### src/rtl/pc_sequencer_pkg.sv
// rtl/pc_sequencer_pkg.sv - shared state encoding and defaults for the pc sequencer
package pc_sequencer_pkg;

  localparam int          DEFAULT_PC_W     = 2;
  localparam int unsigned DEFAULT_RESET_PC = 0;
  localparam int          DEFAULT_RET_W    = 4;

  typedef enum logic [2:0] {
    ST_IDLE   = 3'd0,
    ST_FETCH  = 3'd1,
    ST_DECODE = 3'd2,
    ST_EXEC   = 3'd3,
    ST_PAUSE  = 3'd4
  } seq_state_e;

endpackage

### src/rtl/pc_sequencer_if.sv
// rtl/pc_sequencer_if.sv - sequencer to fetch/decode/execute datapath bundle
interface pc_sequencer_if
  import pc_sequencer_pkg::*;
#(
  parameter int PC_W = DEFAULT_PC_W
) ();

  logic [PC_W-1:0] pc;
  logic            fetch_req;
  logic            decode_en;
  logic            exec_en;
  logic            mem_ready;
  logic            br_taken;
  logic [PC_W-1:0] br_target;

  modport master (
    output pc, fetch_req, decode_en, exec_en,
    input  mem_ready, br_taken, br_target
  );

  modport slave (
    input  pc, fetch_req, decode_en, exec_en,
    output mem_ready, br_taken, br_target
  );

endinterface

### src/rtl/pc_sequencer_pc_next_reg.sv
// rtl/pc_sequencer_pc_next_reg.sv - program counter register with increment or branch load
module pc_next_reg
  import pc_sequencer_pkg::*;
#(
  parameter int          PC_W     = DEFAULT_PC_W,
  parameter int unsigned RESET_PC = DEFAULT_RESET_PC
) (
  input  logic            clk,
  input  logic            rst,
  input  logic            en,
  input  logic            load,
  input  logic [PC_W-1:0] target,
  output logic [PC_W-1:0] pc
);

  // increment wraps naturally at 2^PC_W
  always_ff @(posedge clk) begin
    if (rst) begin
      pc <= PC_W'(RESET_PC);
    end else if (en) begin
      pc <= load ? target : pc + 1'b1;
    end
  end

endmodule

### src/rtl/pc_sequencer.sv
// rtl/pc_sequencer.sv - instruction-cycle controller owning the program counter
module pc_sequencer
  import pc_sequencer_pkg::*;
#(
  parameter int          PC_W     = DEFAULT_PC_W,
  parameter int unsigned RESET_PC = DEFAULT_RESET_PC,
  parameter int          RET_W    = DEFAULT_RET_W
) (
  input  logic               clk,
  input  logic               rst,
  input  logic               start,
  input  logic               step_mode,
  input  logic               step,
  input  logic               halt_req,
  pc_sequencer_if.master     dp,
  output logic               busy,
  output logic               halted,
  output logic [RET_W-1:0]   retired
);

  localparam logic [2:0] IDLE   = ST_IDLE;
  localparam logic [2:0] FETCH  = ST_FETCH;
  localparam logic [2:0] DECODE = ST_DECODE;
  localparam logic [2:0] EXEC   = ST_EXEC;
  localparam logic [2:0] PAUSE  = ST_PAUSE;

  logic [2:0]      state;
  logic [2:0]      state_nx;
  logic            halt_pend;
  logic            pc_en;
  logic [PC_W-1:0] pc_q;

  always_comb begin
    state_nx = state;
    case (state)
      IDLE:    if (start) state_nx = FETCH;
      FETCH:   if (dp.mem_ready) state_nx = DECODE;
      DECODE:  state_nx = EXEC;
      EXEC: begin
        if (halt_pend || halt_req) state_nx = IDLE;
        else if (step_mode)        state_nx = PAUSE;
        else                       state_nx = FETCH;
      end
      PAUSE: begin
        if (halt_req)                state_nx = IDLE;
        else if (step || !step_mode) state_nx = FETCH;
      end
      default: state_nx = IDLE;
    endcase
  end

  assign pc_en = (state == EXEC);

  pc_next_reg #(
    .PC_W     (PC_W),
    .RESET_PC (RESET_PC)
  ) u_pc (
    .clk    (clk),
    .rst    (rst),
    .en     (pc_en),
    .load   (dp.br_taken),
    .target (dp.br_target),
    .pc     (pc_q)
  );

  assign dp.pc = pc_q;

  // strobes are registered from the next state so they align with the state register
  always_ff @(posedge clk) begin
    if (rst) begin
      state        <= IDLE;
      halt_pend    <= 1'b0;
      retired      <= '0;
      dp.fetch_req <= 1'b0;
      dp.decode_en <= 1'b0;
      dp.exec_en   <= 1'b0;
      busy         <= 1'b0;
      halted       <= 1'b1;
    end else begin
      state <= state_nx;
      if (state_nx == IDLE) begin
        halt_pend <= 1'b0;
      end else if (halt_req && (state == FETCH || state == DECODE)) begin
        halt_pend <= 1'b1;
      end
      if (state == EXEC) begin
        retired <= retired + 1'b1;
      end
      dp.fetch_req <= (state_nx == FETCH);
      dp.decode_en <= (state_nx == DECODE);
      dp.exec_en   <= (state_nx == EXEC);
      busy         <= (state_nx == FETCH) || (state_nx == DECODE) || (state_nx == EXEC);
      halted       <= (state_nx == IDLE);
    end
  end

endmodule
### src/flat_wrapper.sv
// flat-port wrapper written by rule: the top's interface ports become plain ports
module pc_sequencer_flat import pc_sequencer_pkg::*;
#(
  parameter int          PC_W     = DEFAULT_PC_W,
  parameter int unsigned RESET_PC = DEFAULT_RESET_PC,
  parameter int          RET_W    = DEFAULT_RET_W
)
  (clk, rst, start, step_mode, step, halt_req, busy, halted, retired, dp_pc, dp_fetch_req, dp_decode_en, dp_exec_en, dp_mem_ready, dp_br_taken, dp_br_target);
  pc_sequencer_if #(.PC_W(PC_W)) dp_i ();
  input  logic clk;
  input  logic rst;
  input  logic start;
  input  logic step_mode;
  input  logic step;
  input  logic halt_req;
  output logic busy;
  output logic halted;
  output logic [RET_W-1:0] retired;
  output wire logic [$bits(dp_i.pc)-1:0] dp_pc;
  output wire logic [$bits(dp_i.fetch_req)-1:0] dp_fetch_req;
  output wire logic [$bits(dp_i.decode_en)-1:0] dp_decode_en;
  output wire logic [$bits(dp_i.exec_en)-1:0] dp_exec_en;
  input wire logic [$bits(dp_i.mem_ready)-1:0] dp_mem_ready;
  input wire logic [$bits(dp_i.br_taken)-1:0] dp_br_taken;
  input wire logic [$bits(dp_i.br_target)-1:0] dp_br_target;
  assign dp_pc = dp_i.pc;
  assign dp_fetch_req = dp_i.fetch_req;
  assign dp_decode_en = dp_i.decode_en;
  assign dp_exec_en = dp_i.exec_en;
  assign dp_i.mem_ready = dp_mem_ready;
  assign dp_i.br_taken = dp_br_taken;
  assign dp_i.br_target = dp_br_target;
  pc_sequencer #(.PC_W(PC_W), .RESET_PC(RESET_PC), .RET_W(RET_W)) u_core (.clk(clk), .rst(rst), .start(start), .step_mode(step_mode), .step(step), .halt_req(halt_req), .dp(dp_i), .busy(busy), .halted(halted), .retired(retired));
endmodule
### config.mk
export PLATFORM = sky130hd
export DESIGN_NAME = pc_sequencer_flat
export DESIGN_NICKNAME = d
export VERILOG_FILES = /design/src/rtl/pc_sequencer_pkg.sv /design/src/rtl/pc_sequencer_if.sv /design/src/rtl/pc_sequencer_pc_next_reg.sv /design/src/rtl/pc_sequencer.sv /design/src/flat_wrapper.sv
export SDC_FILE = /design/constraint.sdc
export NUM_CORES = 1
export LEC_CHECK = 0
export CORE_MARGIN = 3
export CORE_UTILIZATION = 45
export CTS_CLUSTER_SIZE = 8
export DETAILED_ROUTE_END_ITERATION = 10
export GPL_TIMING_DRIVEN = 0
export PLACE_DENSITY = 0.77
export SLEW_MARGIN = 5
export SYNTH_ARGS = -nofsm -noshare
export SYNTH_HDL_FRONTEND = slang
export SYNTH_SLANG_ARGS = --single-unit
### constraint.sdc
create_clock -name clk -period 2.11 [get_ports clk]
set_input_delay 0.211 -clock clk [delete_from_list [all_inputs] [get_ports clk]]
set_output_delay 0.211 -clock clk [all_outputs]
set_load 0.01 [all_outputs]
==> reports/results.txt, run 1 <==
The flow ran to the end, and the final reports show no timing, DRC or antenna violations. Counting every net in the synthesized netlist gives 88. The tool flagged a number of max-cap violations equal to 0. Sort of element at the end of the critical path: a flip-flop. Measured on the finished design, the core utilization comes to 68.1%.

The total number of clock tree sinks was 15. The part of the total power dissipated in the clock network was 29.8%; the number of instances in the placed design was 112. The type of the setup path with the least slack is input port to flip-flop. The root buffer cell chosen for the clock tree is sky130_fd_sc_hd__clkbuf_4.

Of the synthesized area, sequential elements account for 43.2%. Sequential cells burn 53.6% of the power. The initial antenna violation count is 0. After synthesis, the most frequently instantiated cells are 15 x sky130_fd_sc_hd__dfxtp_1, 9 x sky130_fd_sc_hd__nor2_1, 5 x sky130_fd_sc_hd__a21oi_1. Counting the buffers created by CTS gives 3. The DRC violations left was 0; the global router's overall resource usage was 15.8%. The mapped cell area is 696 um^2, and the synthesized area per cell is 9.03 um^2.

STA classifies the critical path startpoint as an input port. The floorplan die area was 0.00205 mm^2. The detailed router placed 632 vias in this run. The top-area cell type share of the netlist area is 43.2%. After layout, the worst path uses 71.6% of the clock period.

The total wire length was 1470 um; the number of enable flip-flop cells after synthesis was 0. Setup repair after global routing left no endpoint under its margin. The cell type with the largest total area after synthesis is sky130_fd_sc_hd__dfxtp_1. After floorplanning, the core was sized to cover 0.00138 mm^2. Buffers placed on the I/O ports in this run total 20. Post-CTS repair changed the size of 0 cells. For the count of final hold-check violations, the log shows 0. The synthesized netlist contains 33 unique library cells. For the overflow left after global routing, the log shows 0. Setup total negative slack on the finished layout was measured at 0 ps.

At the pin with the least slew margin, the transition time is 491 ps. The initial core utilization was 50.3%. 0 antenna diodes ended up in the layout.

The async set-or-reset flop fraction in the synthesized netlist works out to 0%. For this run, the number of Yosys warnings is 0. In this run the register-to-register setup slack is 630 ps. In this run the post-CTS setup repair buffer count came out at 0.

Net switching is 26.1% of the power. Last weighted congestion value of the routability-driven placer: 0.799. The area growth from synthesis to layout is 35.4%. The tools report the final standard cell count with taps included and fillers excluded as 116.

The relative max-transition margin was 66.4%; the gate count after technology mapping was 77. The startpoint identified for the worst hold timing path is u_core.halt_pend$_SDFFE_PP0P_. By instance count, the leading cell after synthesis is sky130_fd_sc_hd__dfxtp_1. The tools report the required time of the critical path as 2320 ps. The post-layout minimum cycle time was 1510 ps; the fraction of layout cells with a size suffix above 1 was 11.9%. The final count of negative-setup-slack endpoints was 0; the number of vias per cell was 5.45. The worst hold path terminates at u_core.halt_pend$_SDFFE_PP0P_. The clock passes through at most 2 buffers.

After the first detailed-routing iteration, the DRC count stood at 6. The path class of the tightest hold or removal check is flip-flop to flip-flop. The cell-internal power is 0.416 mW. The analysis attributes to net switching a power of 0.147 mW. Number of pins with negative max-slew slack in the final report: 0. The worst-case IR drop observed on VDD is 0.367 mV.

In this run, synthesis produced a sequential element count of 15. Entering global routing, the biggest net connects 11 pins. Clock-pin slew was measured on the worst setup and hold paths at 100 ps. Data on the critical path arrives at its endpoint at 1720 ps. After floorplanning, the core was divided into 13 placement rows. The first global-routing pass estimated 2250 um of wire. Measured along the x axis, the die boundary spans 45.3 um. The clock latency on the worst-skew pair was 290 ps; the number of top-level pins was 21. For the final-stage net count, the log shows 113. The number of global-route vias before repair came out at 549. The tools report the H-tree depth as 1. The cell area power density is 597 mW/mm^2, and the wire length per cell after detailed routing is 12.6 um. The worst clock skew on the final layout was 8.87 ps. The number of nets still failing antenna checks after routing was 0. The worst flop-to-flop path startpoint is u_core.state[2]$_SDFF_PP0_.

Capture point of the worst reg-to-reg path: u_core.dp.fetch_req$_SDFF_PP0_. The detailed-placement wirelength estimate was 1130 um. Sorting the synthesized cells by area gives the leading types as sky130_fd_sc_hd__dfxtp_1 43%, sky130_fd_sc_hd__nor2_1 4.9%, sky130_fd_sc_hd__xor2_1 3.8%, sky130_fd_sc_hd__a21oi_1 3.6%, sky130_fd_sc_hd__nor3_1 2.9%. Based on the critical path, the design can be clocked at up to 0.662 GHz. The worst hold path passes through 2 cells. Of all nets on the critical path, the largest fanout is 5. TritonCTS built the clock tree. Most frequently used flop master after synthesis: sky130_fd_sc_hd__dfxtp_1. The static leakage was 0.358 nW. In this run the vertical extent of the chip is 45.3 um. Number of cells on the worst reg-to-reg path: 5. The logs give 0 for the number of buffers inserted for hold repair after clock tree synthesis and 16.6% for the power share of the combinational group.

The first TritonRoute pass finished after 2 iterations.
## cell families (layout without fill, tap and decap cells)
logic type	count (synthesis)	after routing	share of synthesized area (%)
and+or+nand+nor	32	32	28.1
AOI/OAI and AO/OA	17	17	16.7
DFF	15	15	43.2
buffers and inverters	8	32	5.22
xor gates and xnor gates	4	4	5.04
adders and majority gates	1	1	1.80
## flip-flops by register name (all words and copies together) (netlist names)
signal,cells
u_core.halt_pend,1
u_core.halted,1
u_core.retired,4
u_core.dp.fetch_req,1
u_core.dp.exec_en,1
u_core.dp.decode_en,1
u_core.busy,1
u_core.u_pc.pc,2
u_core.state,3
## layout make-up
| cell class | instances | area, um^2 |
|---|---|---|
| Clock buffer | 3 | 22.5 |
| Multi-Input combinational cell | 54 | 359 |
| Clock inverter | 1 | 5.00 |
| Buffer | 5 | 25.0 |
| Inverter | 3 | 11.3 |
| Timing Repair Buffer | 20 | 200 |
| Tap cell | 15 | 18.8 |
| Fill cell | 128 | 440 |
| Sequential cell | 15 | 300 |
## cells in the final DEF, fill, tap and decap left out, drive strengths merged, types with 4 or more instances in the layout
| master | netlist | routed |
|---|---|---|
| nor3 | 4 | 4 |
| nand2 | 4 | 4 |
| clkbuf | 2 | 5 |
| a21oi | 6 | 6 |
| clkdlybuf4s50 | 0 | 20 |
| nor2 | 9 | 9 |
| dfxtp | 15 | 15 |
## worst max-delay path, stage by stage
cell and delay, ps:
sky130_fd_sc_hd__clkdlybuf4s50_1 490, sky130_fd_sc_hd__or4b_4 550, sky130_fd_sc_hd__a21oi_2 170, sky130_fd_sc_hd__a311oi_2 80, sky130_fd_sc_hd__nor3_1 220
## metal layers
layer / part of all wire [%] / vias to the layer above / wire length [um] / track usage, %
li1: - / 325 / - / -
met1: 46 / 285 / 678 / 17.7
met2: 47 / 17 / 689 / 25.4
met3: 4.0 / 5 / 58 / 3.59
met4: 2.8 / 0 / 41 / 12.3
met5: 0 / - / 0 / 0
## power groups by stage
stage	Clock, mW	Combinational [mW]	Sequential (mW)
finish	0.168	0.0932	0.302
global route	0.185	0.100	0.303
CTS	0.172	0.0938	0.302
detailed placement	0	0.0929	0.309
global placement	0	0.0909	0.308
floorplan	0	0.0430	0.312
## worst max-delay path by stage
stage	start	to	slack [ps]	depth (start not counted)
after floorplan	u_core.state[2]$_SDFF_PP0_	u_core.dp.decode_en$_SDFF_PP0_	760	5
after global placement	halt_req	u_core.dp.decode_en$_SDFF_PP0_	360	5
after detailed placement	halt_req	u_core.dp.fetch_req$_SDFF_PP0_	310	5
after CTS	halt_req	u_core.dp.fetch_req$_SDFF_PP0_	590	5
final	halt_req	u_core.dp.fetch_req$_SDFF_PP0_	600	5
after global routing	u_core.state[2]$_SDFF_PP0_	u_core.dp.fetch_req$_SDFF_PP0_	560	5
## metrics by stage
stage	setup slack, ps	instance area [um^2]	power, mW	hold slack [ps]
final	600	942	0.563	493
after global routing	559	942	0.589	497
after CTS	586	942	0.568	496
after detailed placement	305	915	0.402	473
after global placement	365	915	0.399	454
after floorplan	761	696	0.355	291
(Power assumes the default switching activity.)
==> inputs of run 2 (changes only) <==
CORE_UTILIZATION = 44   (was 45)
PLACE_DENSITY = 0.76   (was 0.77)
clock period = 1.4 ns   (was 2.11 ns; I/O delays follow)
==> reports/results.txt, run 2 (same netlist as run 1, synthesis figures left out) <==
For the static leakage, the log shows 0.399 nW (+12%). Last weighted congestion value of the routability-driven placer: 0.841 (+5.2%). The run gives 1 (unchanged) as the H-tree depth. TritonCTS built the clock tree. For the number of pins with negative max-slew slack in the final report, the log shows 0 (unchanged). The number of nets still failing antenna checks after routing is 0 (unchanged), and the share of the cycle needed by the critical path after routing is 102%. Setup repair after global routing could not meet its margin everywhere.

Kind of start point of the critical path: a flip-flop. The worst clock skew on the final layout was 5.99 ps (-2.88 ps). The CTS root buffer was sky130_fd_sc_hd__clkbuf_4. The DRC violations left came out at 0 (unchanged).

Leaving out fill and tap cells, the most frequent cells in the layout are 19 x sky130_fd_sc_hd__clkdlybuf4s50_1, 11 x sky130_fd_sc_hd__dfxtp_1, 9 x sky130_fd_sc_hd__nor2_1. The total number of clock tree sinks was 15 (unchanged). The total power is 0.865 mW (+54%). The fraction of layout cells with a size suffix above 1 works out to 25.0% (+13 points). The worst-case setup margin in the final layout came out at -24.6 ps (-625 ps). For the first-pass GRT wire length, the log shows 2310 um (+2.8%).

The arrival time of the worst setup path was 1590 ps (-130 ps); the die outline width was 45.8 um (+0.97%). The run gives 0 (unchanged) as the count of final hold-check violations. The run gives 4 (+2) as the first-pass detailed-route iteration total. The clock-pin slew reported for the worst setup and hold paths after clock tree synthesis came out at 90 ps (about the same). The count of buffers inserted at the top-level ports is 20 (unchanged). Relative max-transition margin: 68.2% (+1.8 points). The cell area power density is 833 mW/mm^2 (+39%), and the worst IR drop on VDD is 0.480 mV (+31%). The number of flip-flops under the largest register name was 4 (unchanged).

The flow ran to the end, but the final reports show violations. The area of the placeable core is 0.00138 mm^2 (unchanged). The run gives 3 (unchanged) as the number of buffers inserted during clock tree synthesis.

The total wire length was 1590 um (+8.3%); the floorplan die area was 0.00209 mm^2 (+2.0%). The required time of the critical path is 1570 ps (-750 ps). The number of placement rows is 13 (unchanged).

The tools report the detailed-placement wirelength estimate as 1110 um (-1.1%). The maximum number of pins on one net before global-route repair was 11 (unchanged). The wire length per cell after detailed routing is 13.4 um (+5.6%).

For the global router's overall resource usage, the log shows 15.1% (-0.72 points). The count of routing violations after the opening detailed-route iteration is 13 (+7). The number of antenna cells inserted came out at 0 (unchanged). Maximum root-to-sink buffer count: 2 (unchanged). The maximum fanout encountered on the critical timing path is 9 (+4). Maximum single-stage delay on the critical path: 480 ps (-70 ps). Number of vias per cell: 5.45 (about the same). The overflow left after global routing was 0 (unchanged).

The largest registers in the layout are u_core.retired: 4 flops, u_core.state: 3 flops, u_core.u_pc.pc: 2 flops. The most common cell after layout, fill and taps aside was sky130_fd_sc_hd__clkdlybuf4s50_1. The register with the most flip-flops is u_core.retired. The kind of cell adding the most delay to the critical path is simple AND/OR/NAND/NOR gates. For the number of top-level pins, the log shows 21 (unchanged). The type of the worst min-delay path was input port to flip-flop. The logs give 50.3% (unchanged) for the initial core utilization and 0 (unchanged) for the max-cap check violation count. The initial antenna violation count is 0 (unchanged), and the clock latency on the worst-skew pair is 270 ps (-20 ps). Maximum clock rate: 0.702 GHz. The worst-case hold slack is 278 ps (-215 ps), and the sum of buffers and inverters on the critical path is 1 (unchanged).

The checks that failed: setup timing. Transition at the pin with the smallest max-transition slack: 476 ps (-15.4 ps). Subtracting the final worst setup slack from the clock period gives 1420 ps.

The final count of negative-setup-slack endpoints was 1 (+1). The number of global-route vias before repair was 541 (-1.5%); the post-synthesis to final-layout area growth was 49.3%. The slowest stage of the critical path is the sky130_fd_sc_hd__or4b_4 cell. The vertical die dimension was 45.8 um (+0.97%); the final-stage net count was 116 (+2.7%).

Walking the worst path, the cells encountered are buf_6 -> or4b_4 -> a21oi_4 -> a311oi_4 -> and2_1. The tools report the sort of element at the end of the critical path as a flip-flop. By startpoint and endpoint, the worst setup path is classified as flip-flop to flip-flop. The run gives 648 (+2.5%) as the total via count after detailed routing.
run 2: cell count changes in the layout (fill, tap and decap cells not counted), sizes merged:
cell,previous run,this run
dlymetal6s2s,0,1
clkdlybuf4s50,20,19
clkbuf,5,6
clkinv,1,0
buf,3,6
run 2: area by class of cell:
type / count / area, um^2
Buffer: 4 / 33.8
Clock buffer: 4 / 26.3
Fill cell: 113 / 344
Inverter: 3 / 11.3
Multi-Input combinational cell: 54 / 410
Sequential cell: 15 / 305
Tap cell: 15 / 18.8
Timing Repair Buffer: 24 / 233
run 2: timing repair:
action	CTS	global route
resized for setup	6	15
pin swaps	5	6
setup buffers	2	2
hold buffers	0	0
endpoints found under the setup margin	5	11
endpoints found under the hold margin	0	0
run 2: worst paths after layout:
check                           startpoint                        endpoint  slack (ps)  cells past startpoint
max             u_core.state[2]$_SDFF_PP0_  u_core.dp.decode_en$_SDFF_PP0_         -20                      5
min                               halt_req   u_core.halt_pend$_SDFFE_PP0P_         280                      3
max reg2reg     u_core.state[2]$_SDFF_PP0_  u_core.dp.decode_en$_SDFF_PP0_         -20                      5
min reg2reg  u_core.halt_pend$_SDFFE_PP0P_   u_core.halt_pend$_SDFFE_PP0P_         480                      2
run 2: metrics by stage:
step | instances | area, um^2 | worst slack (ps) | utilization (%) | setup TNS [ps]
2_1_floorplan | 77 | 696 | 50.8 | - | 0
3_3_place_gp | 112 | 915 | -272 | 66.2 | -948
3_5_place_dp | 112 | 915 | -309 | 66.2 | -1160
4_1_cts | 117 | 980 | -6.94 | 70.9 | -6.94
5_1_grt | 119 | 1040 | -54.7 | 75.1 | -224
6_report | 119 | 1040 | -24.6 | 75.1 | -24.6
run 2: worst register-to-register path, stage by stage, from the launching register on:
cell,delay [ps]
sky130_fd_sc_hd__dfxtp_2,340
sky130_fd_sc_hd__buf_6,120
sky130_fd_sc_hd__or4b_4,480
sky130_fd_sc_hd__a21oi_4,150
sky130_fd_sc_hd__a311oi_4,60
sky130_fd_sc_hd__and2_1,160
run 2: metal layers:
layer  GRT usage, %  up-vias  part of all wire (%)
li1               -      329                     -
met1           20.3      301                    47
met2           24.2       18                    49
met3           3.56        0                   4.6
met4           3.41        0                     0
met5              0        -                     0
run 2: where the power goes:
| part | internal (mW) | switching (mW) |
|---|---|---|
| logic | 0.0901 | 0.0782 |
| registers | 0.447 | 0.0105 |
| clock network | 0.110 | 0.129 |
==> inputs of run 3 (changes only) <==
CORE_MARGIN = 4   (was 3)
==> reports/results.txt, run 3 (same netlist as run 1, synthesis figures left out) <==
The flow ran to the end, but the final reports show violations. The final reports fail on setup timing. The detailed-placement wirelength estimate was 1100 um (-0.94%). The run gives 3.52 ps (-2.47 ps) as the worst clock skew on the final layout. The die outline width is 47.8 um (+4.4%), and the worst IR drop on VDD is 0.421 mV (-12%). The cell area power density works out to 844 mW/mm^2 (+1.4%). The tools report the initial core utilization as 46.2% (-4.1 points).

Transition at the pin with the smallest max-transition slack: 510 ps (+34.5 ps). The tools report the first-pass detailed-route iteration total as 4 (unchanged). The count of buffers inserted at the top-level ports is 20 (unchanged), and the count of final hold-check violations is 0 (unchanged).

The worst-case setup margin in the final layout is -7.78 ps (+16.8 ps). Type of the setup path with the least slack: flip-flop to flip-flop. The clock latency on the worst-skew pair is 280 ps (about the same), and the flop-to-flop setup slack is -8 ps (+20 ps). The logs give 0.00102 mm^2 (-1.6%) for the design area and 0.427 nW (+6.8%) for the static leakage. Number of placement rows: 14 (+1).

The vertical die dimension is 47.8 um (+4.4%). The overflow left after global routing came out at 0 (unchanged). Sequential cell area in the final layout: 304 um^2 (-0.41%).

Maximum fanout encountered on the critical timing path: 4 (-5). In the layout the commonest cells are 17 x sky130_fd_sc_hd__clkdlybuf4s50_1, 12 x sky130_fd_sc_hd__dfxtp_1, 9 x sky130_fd_sc_hd__nor2_1. The final standard cell count with taps included and fillers excluded is 118 (-0.84%), and the global router's overall resource usage is 15.0% (-0.075 points). The number of antenna cells inserted was 0 (unchanged).

STA classifies the critical path startpoint as a flip-flop. The logs give 0 (unchanged) for the number of nets still failing antenna checks after routing and 633 (-2.3%) for the total via count after detailed routing. For the total wire length, the log shows 1640 um (+3.4%). The capture point of the worst reg-to-reg path was u_core.dp.decode_en$_SDFF_PP0_. The wire length per cell after detailed routing works out to 13.9 um (+4.3%). First-pass GRT wire length: 2350 um (+1.5%).

Counting flops per register, the top entry is u_core.retired. The tools report the sort of element at the end of the critical path as a flip-flop. The tools report the required time of the critical path as 1580 ps (about the same). The number of instances in the placed design came out at 113 (+0.89%). Compared with the post-synthesis result, the final layout area differs by 46.9%. The count of routing violations after the opening detailed-route iteration is 7 (-6). The number of flip-flops under the largest register name is 4 (unchanged), and the total number of clock tree sinks is 15 (unchanged). The logs give 0 (unchanged) for the max-cap check violation count and 916 um^2 (+0.14%) for the placed instance area. The run gives 11 (unchanged) as the maximum number of pins on one net before global-route repair.

For hold timing, the worst endpoint is u_core.halt_pend$_SDFFE_PP0P_. The largest registers in the layout are u_core.retired: 4 flops, u_core.state: 3 flops, u_core.u_pc.pc: 2 flops. The number of buffers inserted for hold repair after clock tree synthesis came out at 0 (unchanged). The run gives 0.788 (-6.2%) as the last weighted congestion value of the routability-driven placer. The final-stage net count is 114 (-1.7%).

The H-tree depth was 1 (unchanged); the number of cells on the worst reg-to-reg path was 4 (-1). The tools report the arrival time of the worst setup path as 1590 ps (about the same). Setup repair after global routing could not meet its margin everywhere. The CTS root buffer was sky130_fd_sc_hd__clkbuf_4.

Area taken by multi-input logic gates: 405 um^2 (-1.2%). The library cell used most frequently in the layout, excluding fill and tap cells, is sky130_fd_sc_hd__clkdlybuf4s50_1. For the fill cell total of the finished layout, the log shows 122 (+8.0%).

The final count of negative-setup-slack endpoints is 1 (unchanged), and the core utilization of the finished layout is 67.9% (-7.3 points). The share of the cycle needed by the critical path after routing is 101% (-1.2 points), and the floorplan die area is 0.00228 mm^2 (+8.9%). The start point of the worst hold path was halt_req. The number of global-route vias before repair was 541 (unchanged).

The run gives 0 (unchanged) as the initial antenna violation count. The fraction of layout cells with a size suffix above 1 is 22.5% (-2.5 points), and the DRC violations left is 0 (unchanged). The clock-pin slew reported for the worst setup and hold paths after clock tree synthesis works out to 90 ps (about the same). The number of buffers inserted during clock tree synthesis came out at 3 (unchanged). In this run the worst hold path is classified as input port to flip-flop. In this run the critical register-to-register path is launched from u_core.state[0]$_SDFF_PP0_. The maximum root-to-sink buffer count is 2 (unchanged), and the number of pins with negative max-slew slack in the final report is 0 (unchanged). The run gives 0.710 GHz (+1.2%) as the maximum clock rate.

TritonCTS built the clock tree. The total power is 0.863 mW (-0.20%), and the relative max-transition margin is 66.0% (-2.2 points). For the number of top-level pins, the log shows 21 (unchanged). The area of the placeable core was 0.00151 mm^2 (+9.0%).

The post-layout minimum cycle time is 1410 ps (-16.8 ps). Cell depth of the worst hold path: 3 (unchanged). The number of vias per cell works out to 5.36 (-1.5%).
==> run 3: layer usage <==
metal / vias up / share of wire, % / global-route usage (%)
li1: 325 / - / -
met1: 288 / 43 / 18.2
met2: 16 / 51 / 24.3
met3: 4 / 4.3 / 3.38
met4: 0 / 1.2 / 8.06
met5: - / 0 / 0
==> run 3: critical path, cell delays in order, from the launching register on <==
cell                       delay (ps)
sky130_fd_sc_hd__dfxtp_2          350
sky130_fd_sc_hd__or4bb_1          530
sky130_fd_sc_hd__a21oi_2          200
sky130_fd_sc_hd__a311oi_4          80
sky130_fd_sc_hd__and2_1           160
==> run 3: layout make-up <==
cell class / count / area share, %
multi-input combinational: 54 / 39.7
buffer: 4 / 3.30
inverter: 3 / 1.10
tap: 16 / 1.96
clock inverter: 1 / 0.490
sequential: 15 / 29.7
clock buffer: 3 / 2.20
timing repair buffer: 22 / 21.5
==> run 3: stage by stage <==
step	hold WS [ps]	TNS, ps	worst slack (ps)
finish	254	-7.78	-7.78
global route	289	-206	-92.7
floorplan	220	0	50.8
global placement	455	-936	-271
CTS	418	-5.28	-3.71
detailed placement	457	-1110	-328
==> run 3: how the worst max path moves through the flow <==
stage | startpoint | end | cells past startpoint
floorplan | u_core.state[2]$_SDFF_PP0_ | u_core.dp.decode_en$_SDFF_PP0_ | 5
global placement | halt_req | u_core.dp.decode_en$_SDFF_PP0_ | 5
detailed placement | halt_req | u_core.dp.exec_en$_SDFF_PP0_ | 5
CTS | u_core.state[2]$_SDFF_PP0_ | u_core.dp.exec_en$_SDFF_PP0_ | 5
global route | u_core.state[1]$_SDFF_PP0_ | u_core.dp.decode_en$_SDFF_PP0_ | 5
finish | u_core.state[0]$_SDFF_PP0_ | u_core.dp.decode_en$_SDFF_PP0_ | 4
==> run 3: timing repair <==
item                                    4_1_cts  5_1_grt
setup buffers                                 0        1
pin swaps                                     2        5
resized for setup                             6       15
cloned                                        0        1
endpoints found under the setup margin        5       10
==> run 3: report_power, final <==
group          internal [mW]  switching [mW]  leakage (nW)
combinational         0.0881          0.0798         0.285
clock                  0.106           0.132        0.0177
sequential             0.447          0.0110         0.124
total                  0.640           0.223         0.427
==> patch (settings of run 2) <==
Set the package constant `DEFAULT_RET_W` to 3 (it was 4).
--- a/src/rtl/pc_sequencer_pkg.sv
+++ b/src/rtl/pc_sequencer_pkg.sv
@@ -3,7 +3,7 @@
 
   localparam int          DEFAULT_PC_W     = 2;
   localparam int unsigned DEFAULT_RESET_PC = 0;
-  localparam int          DEFAULT_RET_W    = 4;
+  localparam int          DEFAULT_RET_W    = 3;
 
   typedef enum logic [2:0] {
     ST_IDLE   = 3'd0,
Interface: changed (resized retired); port bits go from 21 to 20. The function was not compared with the original's and may differ.
==> patch against run 2 <==
The flow still finishes with violations (negative setup slack). Sequential share of layout area up 1.3 points. Power down 6.9%. Largest power group unchanged. Global-route usage up 0.84 points. Synthesized area down 8.1%. Wire length down 15%. Largest cell class unchanged. Sequential power down 5.7%. Critical path depth unchanged. Design area down 10%. Setup slack worse by 40 ps. Sequential cell count down 1.
==> patch: results (changes against run 2) <==
* Peak VDD IR at 0.560 mV (+17%)
* Layout Skew at 1.73 ps (-4.26 ps)
* Drt wl/cell at 12.7 um (-4.8%)
* Placer congestion estimate at 0.790 (-6.0%)
* Int Power at 0.000615 W (-4.9%)
* Share of post-route cells with drive strength above 1 at 0.275 (+0.0247)
* Multi-input combinational cell area at 348 sq um (-15%)
* Drt pass-1 iters at 3 (-1)
* Post-synth top cells: dfxtp_1 (14), nand2_1 (5), a31oi_1 (4), nor2_1 (4)
* # nets final at 104 (-10%)
* Post-Place Worst Slack at -199 ps (+110 ps)
* Crit Path Max Fanout at 5 (-4)
* Register area share after synthesis at 0.438 (+0.00670)
* Syn Inst Count at 66 (-14%)
* Failing checks: negative setup slack
* FILL cells at 102 (-9.7%)
* Post-Place Cells at 99 (-12%)
* Total track usage at 0.159 (+0.00839)
* First-pass GRT wire length at 2290 um (-0.91%)
* Post-synthesis xor/xnor area fraction at 0.0411 (-0.00926)
* Fin cells at 106 (-11%)
* Synth Area in Compound Gates at 0.180 (+0.0128)
* Syn Nets at 77 (-13%)
* Setup TNS at -140 ps (-115 ps)
* Max_slew headroom at 0.844 (+0.162)
* Area share of fa/ha/maj cells after synthesis at 0.0196 (+0.00158)
* Largest regs: u_core.retired (3), u_core.state (3), u_core.u_pc.pc (2)
* Leak Pwr at 0.346 nW (-13%)
* Initial DRC count at 2 (-11)
* Via density at 5.25 (-3.5%)
* Area post-placement at 876 sq um (-4.2%)
* Clock transition at the registers of the reported paths at 70 ps (-20 ps)
* Status: complete, but fails checks
* Final WS setup at -64.7 ps (-40.1 ps)
* Pin count of the biggest net entering global routing at 9 (-2)
* Final setup fails at 3 (+2)
* Number of global-route vias before repair at 555 (+2.6%)
* I/O Buffers at 18 (-10%)
* WP data arrival at 1670 ps (+80 ps)
* Largest cells by area after synthesis: dfxtp_1 (44%), a31oi_1 (3.9%), a211oi_4 (3.1%), nand2_1 (2.9%), xor2_1 (2.7%)
* Antenna cells at 0 (unchanged)
[patch: power by group through the flow]
stage                     clock network, W   logic, W  registers, W
after floorplan                          0  0.0000803      0.000449
after global placement                   0   0.000154      0.000441
after detailed placement                 0   0.000156      0.000442
after CTS                         0.000215   0.000166      0.000432
after global routing              0.000233   0.000179      0.000434
final                             0.000207   0.000167      0.000431
[patch: timing repair]
item / CTS / global route
resized for setup: 2 / 1
gates cloned: 1 / 0
setup buffers: 4 / 0
endpoints found under the setup margin: 3 / 8
pin swaps: 4 / 2
[patch: critical path: stages, from the launching register on]
cell      delay, ps
dfxtp_2         350
buf_6           120
or4b_4          520
a211oi_4        260
nor2_2           60
a21oi_2         100
[patch: layout make-up]
type / instances / share of cell area
repair buffers: 23 / 0.231
multi-input cells: 45 / 0.373
clock buffers: 3 / 0.0242
plain buffers: 3 / 0.0322
inverters: 3 / 0.0121
well taps: 15 / 0.0201
flip-flops and latches: 14 / 0.307
[patch: path summary, 6_finish.rpt]
kind                     startpoint           endpoint  slack (ps)  cells after the start
hold reg to reg   u_core.retired[1]  u_core.retired[1]         490                      2
hold / removal                  rst    u_core.state[2]         160                      2
setup reg to reg    u_core.state[0]   u_core.halt_pend         -60                      5
setup / recovery    u_core.state[0]   u_core.halt_pend         -60                      5
[patch: routing by layer]
metal / part of all wire / vias up / track usage
li1: - / 286 / -
met1: 0.44 / 253 / 0.176
met2: 0.49 / 16 / 0.279
met3: 0.056 / 2 / 0.0447
met4: 0.011 / 0 / 0.0723
met5: 0 / - / 0
[patch: kinds of logic (layout without fill, tap and decap cells)]
kind of cell,after synthesis,after routing
AND/OR/NAND/NOR,26,26
AO/OA/AOI/OAI,15,15
flip-flops,14,14
buffers and inverters,7,32
XOR/XNOR,3,3
adder cells (fa/ha/maj),1,1
